--- src/rtl/fir_pkg.sv ---
// Shared constants for the filter capture path: sample width, capture FSM
// encoding and two's-complement limits used to seed the peak trackers.
package fir_pkg;

  localparam int SAMPLE_W = 16;

  typedef logic [1:0] state_t;

  localparam state_t ST_IDLE    = 2'd0;
  localparam state_t ST_SKIP    = 2'd1;
  localparam state_t ST_CAPTURE = 2'd2;
  localparam state_t ST_READOUT = 2'd3;

  localparam logic signed [SAMPLE_W-1:0] SAMPLE_MAX = 16'sh7FFF;
  localparam logic signed [SAMPLE_W-1:0] SAMPLE_MIN = 16'sh8000;

  // Counter width that stays at least one bit for degenerate sizes.
  function automatic int clog2_min1(input int v);
    return (v < 2) ? 1 : $clog2(v);
  endfunction

endpackage

--- src/rtl/capture_ram.sv ---
// Capture buffer: one write port, one synchronous read port with a
// single cycle of read latency. Contents are never reset.
module capture_ram
  import fir_pkg::*;
#(
  parameter int N     = SAMPLE_W,
  parameter int DEPTH = 32,
  parameter int AW    = clog2_min1(DEPTH)
) (
  input  logic          clk_i,
  input  logic          we_i,
  input  logic [AW-1:0] waddr_i,
  input  logic [N-1:0]  wdata_i,
  input  logic [AW-1:0] raddr_i,
  output logic [N-1:0]  rdata_o
);

  logic [N-1:0] mem_q [DEPTH];

  always_ff @(posedge clk_i) begin
    if (we_i) begin
      mem_q[waddr_i] <= wdata_i;
    end
    rdata_o <= mem_q[raddr_i];
  end

endmodule

--- src/rtl/sample_capture.sv ---
// Arms on request, discards the filter fill samples, captures DEPTH samples
// with signed peak tracking, then streams them out over a valid/ready port.
module sample_capture
  import fir_pkg::*;
#(
  parameter int N     = SAMPLE_W,
  parameter int DEPTH = 32,
  parameter int SKIP  = 8
) (
  input  logic                clk,
  input  logic                reset,
  input  logic                arm,
  input  logic [N-1:0]        sample_in,
  input  logic                sample_valid,
  output logic                busy,
  output logic                done,
  output logic [N-1:0]        rd_data,
  output logic                rd_valid,
  input  logic                rd_ready,
  output logic                rd_last,
  output logic signed [N-1:0] peak_max,
  output logic signed [N-1:0] peak_min
);

  localparam int AW  = clog2_min1(DEPTH);
  localparam int SKW = clog2_min1(SKIP + 1);

  localparam logic [AW-1:0]  WR_LAST   = AW'(DEPTH - 1);
  localparam logic [SKW-1:0] SKIP_LAST = SKW'((SKIP > 0) ? SKIP - 1 : 0);

  localparam logic signed [N-1:0] S_MAX = {1'b0, {(N-1){1'b1}}};
  localparam logic signed [N-1:0] S_MIN = {1'b1, {(N-1){1'b0}}};

  state_t                state_q, state_d;
  logic [SKW-1:0]        skip_q, skip_d;
  logic [AW-1:0]         wr_ptr_q, wr_ptr_d;
  logic [AW-1:0]         rd_idx_q, rd_idx_d;
  logic                  rd_valid_q, rd_valid_d;
  logic                  done_q, done_d;
  logic signed [N-1:0]   peak_max_q, peak_max_d;
  logic signed [N-1:0]   peak_min_q, peak_min_d;

  logic signed [N-1:0]   sample_s;
  logic                  wr_en;
  logic                  rd_fire;
  logic [AW-1:0]         rd_addr;
  logic [N-1:0]          ram_rdata;

  assign sample_s = sample_in;
  assign rd_fire  = rd_valid_q && rd_ready;

  // Present the next index on a handshake so the RAM latency is hidden and
  // words stream without bubbles; during a stall the same word is re-read.
  assign rd_addr = rd_fire ? (rd_idx_q + 1'b1) : rd_idx_q;

  always_comb begin
    state_d    = state_q;
    skip_d     = skip_q;
    wr_ptr_d   = wr_ptr_q;
    rd_idx_d   = rd_idx_q;
    rd_valid_d = rd_valid_q;
    done_d     = 1'b0;
    peak_max_d = peak_max_q;
    peak_min_d = peak_min_q;
    wr_en      = 1'b0;

    case (state_q)
      ST_IDLE: begin
        if (arm) begin
          skip_d     = '0;
          wr_ptr_d   = '0;
          rd_idx_d   = '0;
          peak_max_d = S_MIN;
          peak_min_d = S_MAX;
          state_d    = (SKIP == 0) ? ST_CAPTURE : ST_SKIP;
        end
      end

      ST_SKIP: begin
        if (sample_valid) begin
          skip_d = skip_q + 1'b1;
          if (skip_q == SKIP_LAST) begin
            state_d = ST_CAPTURE;
          end
        end
      end

      ST_CAPTURE: begin
        if (sample_valid) begin
          wr_en    = 1'b1;
          wr_ptr_d = wr_ptr_q + 1'b1;
          if (sample_s > peak_max_q) begin
            peak_max_d = sample_s;
          end
          if (sample_s < peak_min_q) begin
            peak_min_d = sample_s;
          end
          if (wr_ptr_q == WR_LAST) begin
            state_d = ST_READOUT;
            done_d  = 1'b1;
          end
        end
      end

      ST_READOUT: begin
        // First cycle here only waits for word 0 to come out of the RAM.
        if (!rd_valid_q) begin
          rd_valid_d = 1'b1;
        end else if (rd_fire) begin
          rd_idx_d = rd_idx_q + 1'b1;
          if (rd_idx_q == WR_LAST) begin
            rd_valid_d = 1'b0;
            state_d    = ST_IDLE;
          end
        end
      end

      default: begin
        state_d = ST_IDLE;
      end
    endcase
  end

  always_ff @(posedge clk) begin
    if (reset) begin
      state_q    <= ST_IDLE;
      skip_q     <= '0;
      wr_ptr_q   <= '0;
      rd_idx_q   <= '0;
      rd_valid_q <= 1'b0;
      done_q     <= 1'b0;
      peak_max_q <= S_MIN;
      peak_min_q <= S_MAX;
    end else begin
      state_q    <= state_d;
      skip_q     <= skip_d;
      wr_ptr_q   <= wr_ptr_d;
      rd_idx_q   <= rd_idx_d;
      rd_valid_q <= rd_valid_d;
      done_q     <= done_d;
      peak_max_q <= peak_max_d;
      peak_min_q <= peak_min_d;
    end
  end

  capture_ram #(
    .N     (N),
    .DEPTH (DEPTH),
    .AW    (AW)
  ) u_ram (
    .clk_i   (clk),
    .we_i    (wr_en),
    .waddr_i (wr_ptr_q),
    .wdata_i (sample_in),
    .raddr_i (rd_addr),
    .rdata_o (ram_rdata)
  );

  assign busy     = (state_q != ST_IDLE);
  assign done     = done_q;
  assign rd_valid = rd_valid_q;
  assign rd_data  = rd_valid_q ? ram_rdata : '0;
  assign rd_last  = rd_valid_q && (rd_idx_q == WR_LAST);
  assign peak_max = peak_max_q;
  assign peak_min = peak_min_q;

endmodule

--- config.mk ---
export PLATFORM = sky130hd
export DESIGN_NAME = sample_capture
export DESIGN_NICKNAME = d
export VERILOG_FILES = /design/src/rtl/fir_pkg.sv /design/src/rtl/capture_ram.sv /design/src/rtl/sample_capture.sv
export SDC_FILE = /design/constraint.sdc
export NUM_CORES = 1
export LEC_CHECK = 0
export CAP_MARGIN = 20
export CELL_PAD_IN_SITES_DETAIL_PLACEMENT = 1
export CELL_PAD_IN_SITES_GLOBAL_PLACEMENT = 1
export CORE_ASPECT_RATIO = 0.7
export CORE_MARGIN = 2
export CORE_UTILIZATION = 56
export DETAILED_ROUTE_END_ITERATION = 6
export PLACE_DENSITY_LB_ADDON = 0.15
export SYNTH_ARGS = -nofsm -noshare
export SYNTH_HDL_FRONTEND = slang
export SYNTH_SLANG_ARGS = --single-unit
export TNS_END_PERCENT = 100
--- constraint.sdc ---
create_clock -name clk -period 3.4 [get_ports clk]
set_input_delay 0.68 -clock clk [delete_from_list [all_inputs] [get_ports clk]]
set_output_delay 0.68 -clock clk [all_outputs]
set_load 0.005 [all_outputs]
Word-level counts from Yosys, hierarchy flattened
Memories as Yosys holds them, arrays and structs flattened. A register that Yosys moved wholly into a read port is not among the register bits.
Cells that the tools add are included.
- register bits after elaboration: 50
- bits in latches: 0
- RAM bits: 512
- ROM bits: 0
- input bits: 21
- output and inout bits: 52
- logic and storage cells: 81
- memories kept: 1
- memories (name ; words ; bits a word ; rd ports ; clocked after memory_dff ; wr ports ; line ; text):
    u_ram.mem_q ; 32 ; 16 ; 1 ; 1 ; 1 ; capture_ram.sv:18 ; logic [N-1:0] mem_q [DEPTH];
- add/subtract/negate cells: 3
- $mul: 0
- div/mod/pow operators: 0
- magnitude comparators: 2
- equality and inequality tests: 16
- shift-type cells: 0
- mux-type cells: 35
- bitwise operators: 2
- reductions and logical operators: 14
- operators by type and width (operator ; number):
    16-bit two-way mux ; 7
    16-bit one-hot mux with 2 select lines ; 2
    5-bit two-way mux ; 4
    2-bit != test, second input constant ; 10
    5-bit one-hot mux with 2 select lines ; 2
    16-bit greater-than comparator ; 1
    16-bit < comparator ; 1
    2-bit two-way mux ; 8
    5-bit by 1-bit adder with 5-bit output, second input constant ; 2
    5-bit == test, second input constant ; 2
    3-bit AND reduction ; 3
    1-bit two-way mux ; 8
    4-bit two-way mux ; 2
    2-bit one-hot mux with 4 select lines ; 1
    4-bit one-hot mux with 2 select lines ; 1
    4-bit AND reduction ; 2
    8-bit AND reduction ; 1
    2-bit nonzero test ; 4
    4-bit by 1-bit adder with 4-bit output, second input constant ; 1
    2-bit == test, second input constant ; 2
    4-bit by 3-bit == test with 1-bit output, second input constant ; 1
    3-bit OR reduction ; 1
    2-bit by 1-bit == test with 1-bit output, second input constant ; 1
    1-bit logical AND ; 2
    other kinds (2) ; 3

Depth between registers and ports, before layout
Gate-level depths: netlist (run 1).
- depth after elaboration: 5
- mapped depth: 10
- depth with buffers taken out: 8

Modules after synthesis
A second synthesis (run 1) with hierarchy kept.
- cells, all modules: 1506
- area total of the unflattened synthesis: 23704.0 sq um
- by module, submodules not included (module ; instances ; cells an instance ; area each (sq um) ; seq. area each (sq um)):
    capture_ram ; 1 ; 1143 ; 20534.7 ; 15695.1
    sample_capture ; 1 ; 363 ; 3169.3 ; 1001.0

Worst setup path before layout (run 1)
No wires, ideal clock.
- path type: input -> register
- start: in sample_in[1]
- end: reg peak_max_q[10] (netlist: peak_max[10])
- library setup time: 72 ps
- arrival time: 2429 ps
- required time: 3328 ps
- slack: 900 ps
- stages on the path: 7
- buffers on the path: 1
- cells stage by stage: ha_1 > a21o_1 > a221o_1 > a21oi_2 > mux2i_4 > buf_8 > mux2i_1
- cells in the longest elaborated chain, start to end: 3
- RTL lines (element ; line ; text):
    start: declaration ; sample_capture.sv:13 ; input logic [N-1:0] sample_in,
    16-bit greater-than comparator ; sample_capture.sv:92 ; if (sample_s > peak_max_q) begin
    2-bit != test (no line) ; - ;
    4-bit AND reduction (no line) ; - ;
    end signal: assignment ; sample_capture.sv:141 ; peak_max_q <= peak_max_d;
    end: declaration ; sample_capture.sv:40 ; logic signed [N-1:0] peak_max_q, peak_max_d;
Every way passes these cells.
A chain may end at the register's enable or synchronous reset.

Worst setup path after layout (run 1)
- start: reg rd_idx_q[0]
- end: out rd_last
- cells in the longest elaborated chain, start to end: 2
- RTL lines (element ; line ; text):
    start: declaration ; sample_capture.sv:37 ; logic [AW-1:0] rd_idx_q, rd_idx_d;
    start signal: assignment ; sample_capture.sv:138 ; rd_idx_q <= rd_idx_d;
    5-bit == test ; sample_capture.sv:163 ; assign rd_last = rd_valid_q && (rd_idx_q == WR_LAST);
    1-bit logical AND ; sample_capture.sv:163 ;
    end: declaration ; sample_capture.sv:20 ; output logic rd_last,
Every way passes these cells.

==> summary.md, run 1 <==
| Metric | Value |
|---|---|
| Status | `completed` |
| Fillers | `4489` |
| WP data arrival | `2.35 ns` |
| Most Crowded Layer GR | `met2` |
| Critical path type | `reg -> out` |
| Vias | `19450` |
| Core Footprint | `47950 µm²` |
| Routed wire per std cell | `30.68 µm` |
| CP Cell Sequence | `ha_4, and3_1, ha_1, and2_1, clkdlybuf4s50_1` |
| Finish-stage setup viols | `0` |
| Die ar. | `50500 µm²` |
| GR Layer Usage met1 | `47.57%` |
| Total of max-cap violations | `0` |
| Warnings from Yosys | `0` |
| Max FO, Critical Path | `10` |
| Yosys reg bits | `578` |
| Cts repair resizes | `0` |
| Routability cong. | `between 0.8 and 0.9` |
| Min-Delay Startpoint | `sample_in[8]` |
| Worst reg-to-reg path cell count | `9` |
| Post-synth top flop | `edfxtp_1` |
| Die Wd | `between 200 and 300 µm` |
| Synth cell types | `67` |
| Root Driver | `clkbuf_16` |
| Max_slew headroom | `39.59%` |
| DR vias/cell | `6.850` |
| Post-synth top area share | `56.39%` |
| Yosys top cell by area | `edfxtp_1` |
| Hpwl dp | `53060 µm` |
| Gr usage total | `34.62%` |
| I/O Buffers | `72` |
| Pwr dens | `529.0 nW/µm²` |
| Worst setup path startpoint | `rd_idx_q[0]` |
| Met2 Usage GRT | `55.65%` |
| Layout cells sized above 1 | `11.03%` |
| IO Count | `73` |
| Largest net degree at the start of global routing | `between 100 and 150` |
| Netlist Area Pre-Place | `about 27000 µm²` |
| Synthesized netlist cell count | `between 2000 and 2500` |
| Fraction of the cycle the final worst path needs | `about nine tenths` |
| Hold crit path type | `in -> reg` |
| Worst Setup EP | `rd_last` |
| CTS tree | `done` |
| Clock Pin Slew Worst Setup and Hold Paths | `0.07 ns` |
| Row cnt | `67` |
| Max-slew violation count | `0` |
| Unrepaired setup endpoints after global routing | `false` |
| Diodes inserted | `0` |
| DR DRC count | `0` |
| R2r startpoint | `rd_valid` |
| Post-synth EDFFs | `around 510` |
| Async SR Flop Fraction | `0%` |
| Cts hold-fix bufs | `0` |
| Pleak | `0.009798 µW` |
| Largest delay share family, worst path | `buffers and inverters` |
| Height of the chip | `188.6 µm` |
| Total CTS buffers | `55` |
| Hold slack | `0.4223 ns` |
| Max Clk Rate | `0.3302 GHz` |
| WP depth | `5` |
| Final Hold Viols | `0` |
| H-tree levels | `2` |
| Worst VDD drop | `0.4471 mV` |
| Final wirelength | `87140 µm` |
| RR Endpoint | `u_ram.rdata_o[7]` |
| Seq. cell area | `about 17000 µm²` |
| First-pass GRT wire length | `129300 µm` |
| P&R area growth vs syn | `14.25%` |
| CP peak stage delay | `0.51 ns` |
| 1st-pass router iterations | `6` |
| WP buf/inv | `1` |
| Antenna violations before repair | `3` |
| Worst setup SP type | `flip-flop` |
| Setup bufs post-CTS | `0` |
| R2r setup slk | `0.39 ns` |
| Fin Setup TNS | `0 ns` |
| Post-DRT Antenna Nets | `0` |
| M3 GR Usage | `under 10%` |
| Post-Syn Nets | `2112` |
| Worst-margin pin slew | `between 0.9 and 1 ns` |
| # nets final | `~2200` |
| Sink Count | `578` |
| Starting density of the core | `a little under three fifths` |
| Vias in the first global route | `20210` |
| Mean Syn Cell Area | `13.32 µm²` |
| Register area share after synthesis | `61.23%` |
| Slowest stage cell on the critical path | `clkdlybuf4s50_1` |
| Drt initial violations | `2426` |
| Worst EP required | `around 2.7 ns` |
| Area occupied by multi-input gates | `9634 µm²` |
| Max clock buf depth | `3` |
| Period minus WS final | `3.028 ns` |
| Ranking of synthesized cells by area | `edfxtp_1 (56%), mux2i_1 (13%), dfxtp_1 (4.8%)` |
| Crit. End Element | `output pin` |
| Global route total overflow | `0` |
| Setup Skew | `0.02290 ns` |
| Worst skew pair latency | `0.64 ns` |
cell usage after synthesis, types with 5 or more instances:
master,number
nand4_1,8
and2_1,21
clkbuf_1,55
a22oi_1,130
edfxtp_1,512
nand3_1,5
a211oi_1,34
nand2b_1,6
a221oi_1,67
dfxtp_1,66
o221ai_1,31
o21ai_0,20
nand2_1,124
buf_2,57
nor2_1,93
buf_4,33
ha_1,44
a21oi_1,167
o21a_1,18
buf_1,6
a211o_1,30
inv_1,41
nor3_1,5
a21o_1,6
a311oi_1,16
mux2i_1,359
o22ai_1,32
logic make-up (layout without fill, tap and decap cells):
kind of cell               Yosys count  in the layout  share of synthesized area (%)
and+or+nand+nor                    286            286                          4.648
adders and majority gates           44             44                          2.019
DFF                                578            578                          61.23
AOI/OAI and AO/OA                  571            571                          14.75
buffers and inverters              198            336                          3.653
xor gates and xnor gates             8              8                         0.3534
muxes                              362            362                          13.34
metal layers:
layer | vias to the layer above | routed length (µm)
met2 | 1057 | 40960
met3 | 211 | 7565
met5 | - | 0
li1 | 8241 | -
met4 | 0 | 3436
met1 | 9945 | 35170
where the power goes:
part / internal, µW / switching [µW]
logic: 711 / 1140
clock network: 3920 / 2790
registers: 7830 / 94.9
through the flow:
step                utilization, %  worst slack [ns]  area [µm²]  std cells  power (µW)
finish                       64.97            0.3715       31150       2840       16480
detailed placement           60.91          -0.02331       29210       2738        9870
floorplan                        -            0.8999       27270       2047        9166
global placement             60.91          0.001423       29210       2738        9791
CTS                          64.97            0.3478       31150       2840       16500
global route                 64.97            0.2892       31150       2840       16890
state kept, by name (all words and copies together) (netlist names):
signal and cells:
u_ram.rdata_o 16, u_ram.mem_q 512, rd_valid 1, wr_ptr_q 5
peak_max 16, done 1, peak_min 16, rd_idx_q 5
state_q 2, skip_q 4
cells in the final DEF (no fill, tap or decap), drive strengths merged, types with 34 or more instances in the layout:
cell           Yosys  layout
inv               41      43
a221oi            67      67
edfxtp           512     512
clkdlybuf4s50      0      66
a22oi            130     130
buf              102     127
clkbuf            55      72
mux2i            360     360
a21oi            168     168
a211oi            34      34
nand2            125     125
nor2              94      94
ha                44      44
dfxtp             66      66
layout make-up:
type                    instances  share of cell area [%]
well taps                     655                   2.631
multi-input cells            1271                   30.92
clock buffers                  72                   4.888
clock inverters                30                   1.357
repair buffers                193                   6.097
inverters                      41                  0.4940
flip-flops and latches        578                   53.61
worst min path at each step:
stage | end | slack (ns) | depth (start not counted)
global route | u_ram.mem_q[11][6] | 0.41 | 1
finish | peak_max[8] | 0.42 | 3
detailed placement | peak_max[8] | 0.47 | 2
floorplan | peak_max[10] | 0.46 | 2
global placement | peak_max[14] | 0.46 | 2
CTS | peak_max[7] | 0.41 | 3
worst reg2reg max path, stage by stage (launching register included):
cell	delay, ns
dfxtp_1	0.43
buf_4	0.40
a21bo_2	0.22
nand2_2	0.09
buf_12	0.21
a211oi_1	0.38
a221oi_1	0.11
a221oi_1	0.77
buf_4	0.22
a311oi_1	0.05
Power figures use the tool's default switching activity.
==> run 2, diff against run 1 <==
Settings changed: ABC_AREA from default to 0, CORE_ASPECT_RATIO 0.7 to default.
==> run 2 against run 1 <==
Compared with the run above:
- clock skew decreased by 0.00095 ns
- wire length increased by 1.3%
- worst hold slack improved by 0.023 ns
- design area decreased by 0.11%
- critical endpoint unchanged
- largest cell class unchanged
- highest routed layer unchanged
==> summary.md, run 2 (synthesis results as in run 1) <==
| Metric | Value |
|---|---|
| WP buf/inv | `1` |
| Commonest non-fill, non-tap cell in the layout | `edfxtp_1` |
| CTS tree | `done` |
| Row cnt | `80` |
| Post-placement cell area | `29140 µm²` |
| Fraction of the cycle the final worst path needs | `just over 90%` |
| Layout Cell Area excl Fill | `31120 µm²` |
| Layout cells sized above 1 | `between 10 and 15%` |
| Post-DRT Antenna Nets | `0` |
| Worst EP required | `2.72 ns` |
| Starting density of the core | `56.87%` |
| Cts hold-fix bufs | `0` |
| Vias | `19400` |
| Worst-margin pin slew | `1.153 ns` |
| Final Hold Viols | `0` |
| DR vias/cell | `~7` |
| CP peak stage delay | `around 0.66 ns` |
| IO Count | `73` |
| Sink Count | `578` |
| Highest-count cells in the layout ignoring fill and taps | `edfxtp_1 (512), mux2i_1 (359), a21oi_1 (166), a22oi_1 (130), nand2_1 (123)` |
| Non-filler cells, final | `2809` |
| Fillers | `4505` |
| Worst VDD drop | `0.5024 mV` |
| Max reg flops | `slightly above 500` |
| # placed instances | `roughly 2700` |
| Cts repair resizes | `0` |
| H-tree levels | `2` |
| 1st-pass router iterations | `5` |
| Max-slew violation count | `0` |
| Antenna violations before repair | `2` |
| Pwr dens | `529.4 nW/µm²` |
| Slowest stage cell on the critical path | `dfxtp_1` |
| Diodes inserted | `0` |
| Crit. End Element | `output pin` |
| Worst skew pair latency | `0.64 ns` |
| First-pass GRT wire length | `130200 µm` |
| WP data arrival | `about 2.5 ns` |
| Largest Register | `u_ram.mem_q` |
| Die Wd | `224.7 µm` |
| Status | `completed` |
| Max_slew headroom | `23.16%` |
| Gr usage total | `35.01%` |
| Max Clk Rate | `0.3167 GHz` |
| Drt initial violations | `1792` |
| P&R area growth vs syn | `14.13%` |
| Routed wire per std cell | `31.42 µm` |
| Largest net degree at the start of global routing | `134` |
| Global route total overflow | `0` |
| Unrepaired setup endpoints after global routing | `false` |
| Total of max-cap violations | `0` |
| Fin Setup TNS | `0 ns` |
| Pleak | `roughly 0.01 µW` |
| Routability cong. | `0.8447` |
| # nets final | `2210` |
| Vias in the first global route | `20770` |
| Setup bufs post-CTS | `0` |
| Final wirelength | `88250 µm` |
| Max clock buf depth | `3` |
| Final Core Density | `64.91%` |
| Setup Skew | `0.02195 ns` |
| I/O Buffers | `72` |
| DR DRC count | `0` |
| Critical path type | `reg -> out` |
| Hold crit path type | `in -> reg` |
| Die ar. | `around 50000 µm²` |
| Largest delay share family, worst path | `flip-flops` |
| Hpwl dp | `~54000 µm` |
| Worst setup SP type | `flip-flop` |
| Clock Pin Slew Worst Setup and Hold Paths | `0.06 ns` |
| Power Total | `about 16000 µW` |
| CP Cell Sequence | `and3_1, ha_1, and2_1, clkdlybuf4s50_1` |
| Finish-stage setup viols | `0` |
| Core Footprint | `47950 µm²` |
| Max FO, Critical Path | `10` |
| Height of the chip | `between 200 and 250 µm` |
| Root Driver | `clkbuf_16` |
| Total CTS buffers | `59` |
| Period minus WS final | `between 3 and 4 ns` |
run 2: cell count changes in the layout (fill, tap and decap cells not counted), sizes merged:
cell	change
buf	+4
bufinv	-5
clkbuf	+21
clkdlybuf4s50	-3
clkinv	-6
inv	-2
run 2: path summary, 6_finish.rpt:
check	slack, ns	from	cells after the start	endpoint
setup / recovery	0.24	rd_idx_q[2]	4	rd_last
hold / removal	0.45	sample_in[7]	3	peak_min[7]
setup reg to reg	0.36	rd_idx_q[0]	7	u_ram.rdata_o[1]
hold reg to reg	0.48	peak_max[11]	2	peak_max[11]
run 2: where the power goes:
part / internal [µW] / switching [µW] / leakage, µW
logic: 695 / 1160 / 0.00372
clock network: 3930 / 2760 / 0.000971
registers: 7830 / 103 / 0.00514
run 2: area by class of cell:
class	count	area, µm²	area share (%)
Multi-Input combinational cell	1271	9633	30.95
Sequential cell	578	16700	53.67
Clock buffer	93	1768	5.681
Timing Repair Buffer	194	1879	6.039
Inverter	41	153.9	0.4945
Clock inverter	17	215.2	0.6915
Tap cell	615	769.5	2.473
run 2: routing by layer:
metal / global-route usage, % / routed length, µm / up-vias
li1: - / - / 8247
met1: 42.24 / 32810 / 9926
met2: 59.61 / 43480 / 984
met3: 6.532 / 6861 / 240
met4: 19.18 / 5100 / 0
met5: 0 / 0 / -
run 2: stage by stage:
step | hold slack (ns) | setup WS [ns]
6_report | 0.4456 | 0.2421
5_1_grt | 0.4674 | 0.1737
4_1_cts | 0.4250 | 0.2395
3_5_place_dp | 0.4745 | -0.06509
3_3_place_gp | 0.4607 | -0.01562
2_1_floorplan | 0.4640 | 0.8999
run 2: worst reg2reg max path: cells and delay by family, from the launching register on:
| kind | cells | cell delay, ns |
|---|---|---|
| compound gates | 4 | 1.19 |
| fa+ha+maj | 1 | 0.50 |
| buf+inv | 1 | 0.52 |
| flops | 1 | 0.42 |
| mux | 1 | 0.31 |
==> run 3, diff against run 2 <==
Settings changed: PLACE_DENSITY from default to 0.85, PLACE_DENSITY_LB_ADDON 0.15 to default.
==> run 3 against run 2 <==
Compared with the run above:
- cell count increased by 1.0%
- critical path depth increased by 1
- global-route usage increased by 3.1 points
- first-iteration DRC count increased by 39%
- sequential power about the same
- utilization increased by 0.54 points
- critical path type unchanged
- critical endpoint unchanged
- largest cell class unchanged
==> summary.md, run 3 (synthesis results as in run 1) <==
| Metric | Value |
|---|---|
| Clock power frac | `roughly two fifths` |
| R2r startpoint | `rd_valid` |
| Max clock buf depth | `3` |
| Height of the chip | `~220 µm` |
| Worst setup path startpoint | `rd_idx_q[0]` |
| 1st-pass router iterations | `6` |
| Root Driver | `clkbuf_16` |
| Global route total overflow | `0` |
| Max FO, Critical Path | `9` |
| Post-placement cell area | `29470 µm²` |
| DR vias/cell | `7.187` |
| Internal power | `12210 µW` |
| Clock Pin Slew Worst Setup and Hold Paths | `0.07 ns` |
| P&R area growth vs syn | `15.08%` |
| Largest net degree at the start of global routing | `93` |
| Pleak | `0.009969 µW` |
| RR Endpoint | `u_ram.rdata_o[9]` |
| Reg power frac | `48.3%` |
| Die ar. | `~50000 µm²` |
| Period minus WS final | `3.352 ns` |
| Setup Skew | `0.01218 ns` |
| Worst skew pair latency | `0.64 ns` |
| First-pass GRT wire length | `141300 µm` |
| Max-slew violation count | `0` |
| Critical path type | `reg -> out` |
| Worst setup SP type | `flip-flop` |
| Total of max-cap violations | `0` |
| Max_slew headroom | `between 20% and 30%` |
| Antenna violations before repair | `5` |
| Finish-stage setup viols | `0` |
| Place WS | `-0.3897 ns` |
| Post-DRT Antenna Nets | `0` |
| Final Hold Viols | `0` |
| Routability cong. | `between 0.8 and 0.9` |
| Pwr dens | `522.8 nW/µm²` |
| Final wirelength | `95920 µm` |
| Gr usage total | `a little under two fifths` |
| Worst VDD drop | `0.4189 mV` |
| Worst EP required | `2.72 ns` |
| Vias in the first global route | `21660` |
| Crit. End Element | `output pin` |
| Total CTS buffers | `58` |
| Vias | `20400` |
| # nets final | `around 2200` |
| R2r setup slk | `0.22 ns` |
| Routed wire per std cell | `33.80 µm` |
| Starting density of the core | `56.87%` |
| Sw Pwr | `4194 µW` |
| Fillers | `4440` |
| Core Footprint | `47950 µm²` |
| Fin Setup TNS | `0 ns` |
| DR DRC count | `0` |
| Worst reg-to-reg path cell count | `7` |
| Hold crit path type | `reg -> reg` |
| Commonest non-fill, non-tap cell in the layout | `edfxtp_1` |
| Drt initial violations | `2487` |
| Hpwl dp | `56700 µm` |
| Layout cells sized above 1 | `between 10% and 20%` |
| Final Core Density | `between 60 and 70%` |
| Max Clk Rate | `0.2984 GHz` |
| Largest Register | `u_ram.mem_q` |
| Fraction of the cycle the final worst path needs | `98.57%` |
| Sw frac | `25.56%` |
| Unrepaired setup endpoints after global routing | `false` |
| Sink Count | `578` |
| Die Wd | `between 200 and 250 µm` |
| Max reg flops | `512` |
| Setup bufs post-CTS | `0` |
| Highest-count cells in the layout ignoring fill and taps | `edfxtp_1 (512), mux2i_1 (359), a21oi_1 (166), a22oi_1 (130), nand2_1 (123)` |
| Worst-margin pin slew | `between 1 and 1.5 ns` |
| Setup WS post-layout | `0.04847 ns` |
| Status | `completed` |
| Cts hold-fix bufs | `0` |
| Cts repair resizes | `0` |
| Logic pwr share | `about an eighth` |
| WP data arrival | `2.67 ns` |
| Row cnt | `80` |
| Layout Cell Area excl Fill | `roughly 31000 µm²` |
| CTS tree | `done` |
| I/O Buffers | `72` |
| H-tree levels | `2` |
| IO Count | `73` |
| Worst Setup EP | `rd_last` |
[run 3: cell types whose count changed in the layout (fill, tap and decap cells not counted), moves of 3 or more]
cell and change:
bufinv_16 -3, clkdlybuf4s50_1 +9, buf_12 +6, buf_4 +22, buf_2 -9, clkinv_2 +8, clkbuf_1 -6
[run 3: worst min-delay path by stage]
stage	from	endpoint	slack, ns	cells past startpoint
finish	peak_max[8]	peak_max[8]	0.49	2
global route	peak_max[8]	peak_max[8]	0.51	2
CTS	peak_max[3]	peak_max[3]	0.49	2
detailed placement	peak_max[3]	peak_max[3]	0.48	2
global placement	peak_max[7]	peak_max[7]	0.46	2
floorplan	peak_max[10]	peak_max[10]	0.46	2
[run 3: layout make-up]
type,count,area (µm²),area share (%)
Inverter,41,153.9,0.4905
Multi-Input combinational cell,1271,9634,30.70
Timing Repair Buffer,222,2210,7.042
Tap cell,615,769.5,2.452
Clock inverter,24,176.4,0.5622
Antenna cell,1,2.502,0.007975
Sequential cell,578,16700,53.22
Clock buffer,86,1732,5.519
[run 3: worst max-delay path, stage by stage, from the launching register on]
cell             delay, ns
dfxtp_2               0.52
ha_4                  0.22
and3_1                0.19
ha_1                  0.27
and2_1                0.26
clkdlybuf4s50_1       0.56
[run 3: metal layers]
| metal | part of all wire, % | track usage, % | wire length [µm] |
|---|---|---|---|
| met1 | 36 | 46.16 | 34290 |
| met2 | 48 | 62.78 | 45660 |
| met3 | 9.3 | 7.642 | 8907 |
| met4 | 7.3 | 24.44 | 7007 |
| met5 | 0.063 | 0 | 60 |
[run 3: power groups by stage]
stage          combinational [µW]  sequential, µW  clock [µW]
6_report                     1930            7930        6540
5_1_grt                      2030            7940        6770
4_1_cts                      1900            7930        6530
3_5_place_dp                 1840            8070           0
3_3_place_gp                 1740            8070           0
2_1_floorplan                1130            8030           0
[run 3: stage by stage]
stage | power [µW] | hold WS, ns | cells
final | 16410 | 0.4872 | 2838
after global routing | 16730 | 0.5061 | 2837
after CTS | 16360 | 0.4869 | 2837
after detailed placement | 9912 | 0.4754 | 2727
after global placement | 9804 | 0.4603 | 2727
after floorplan | 9166 | 0.4640 | 2047
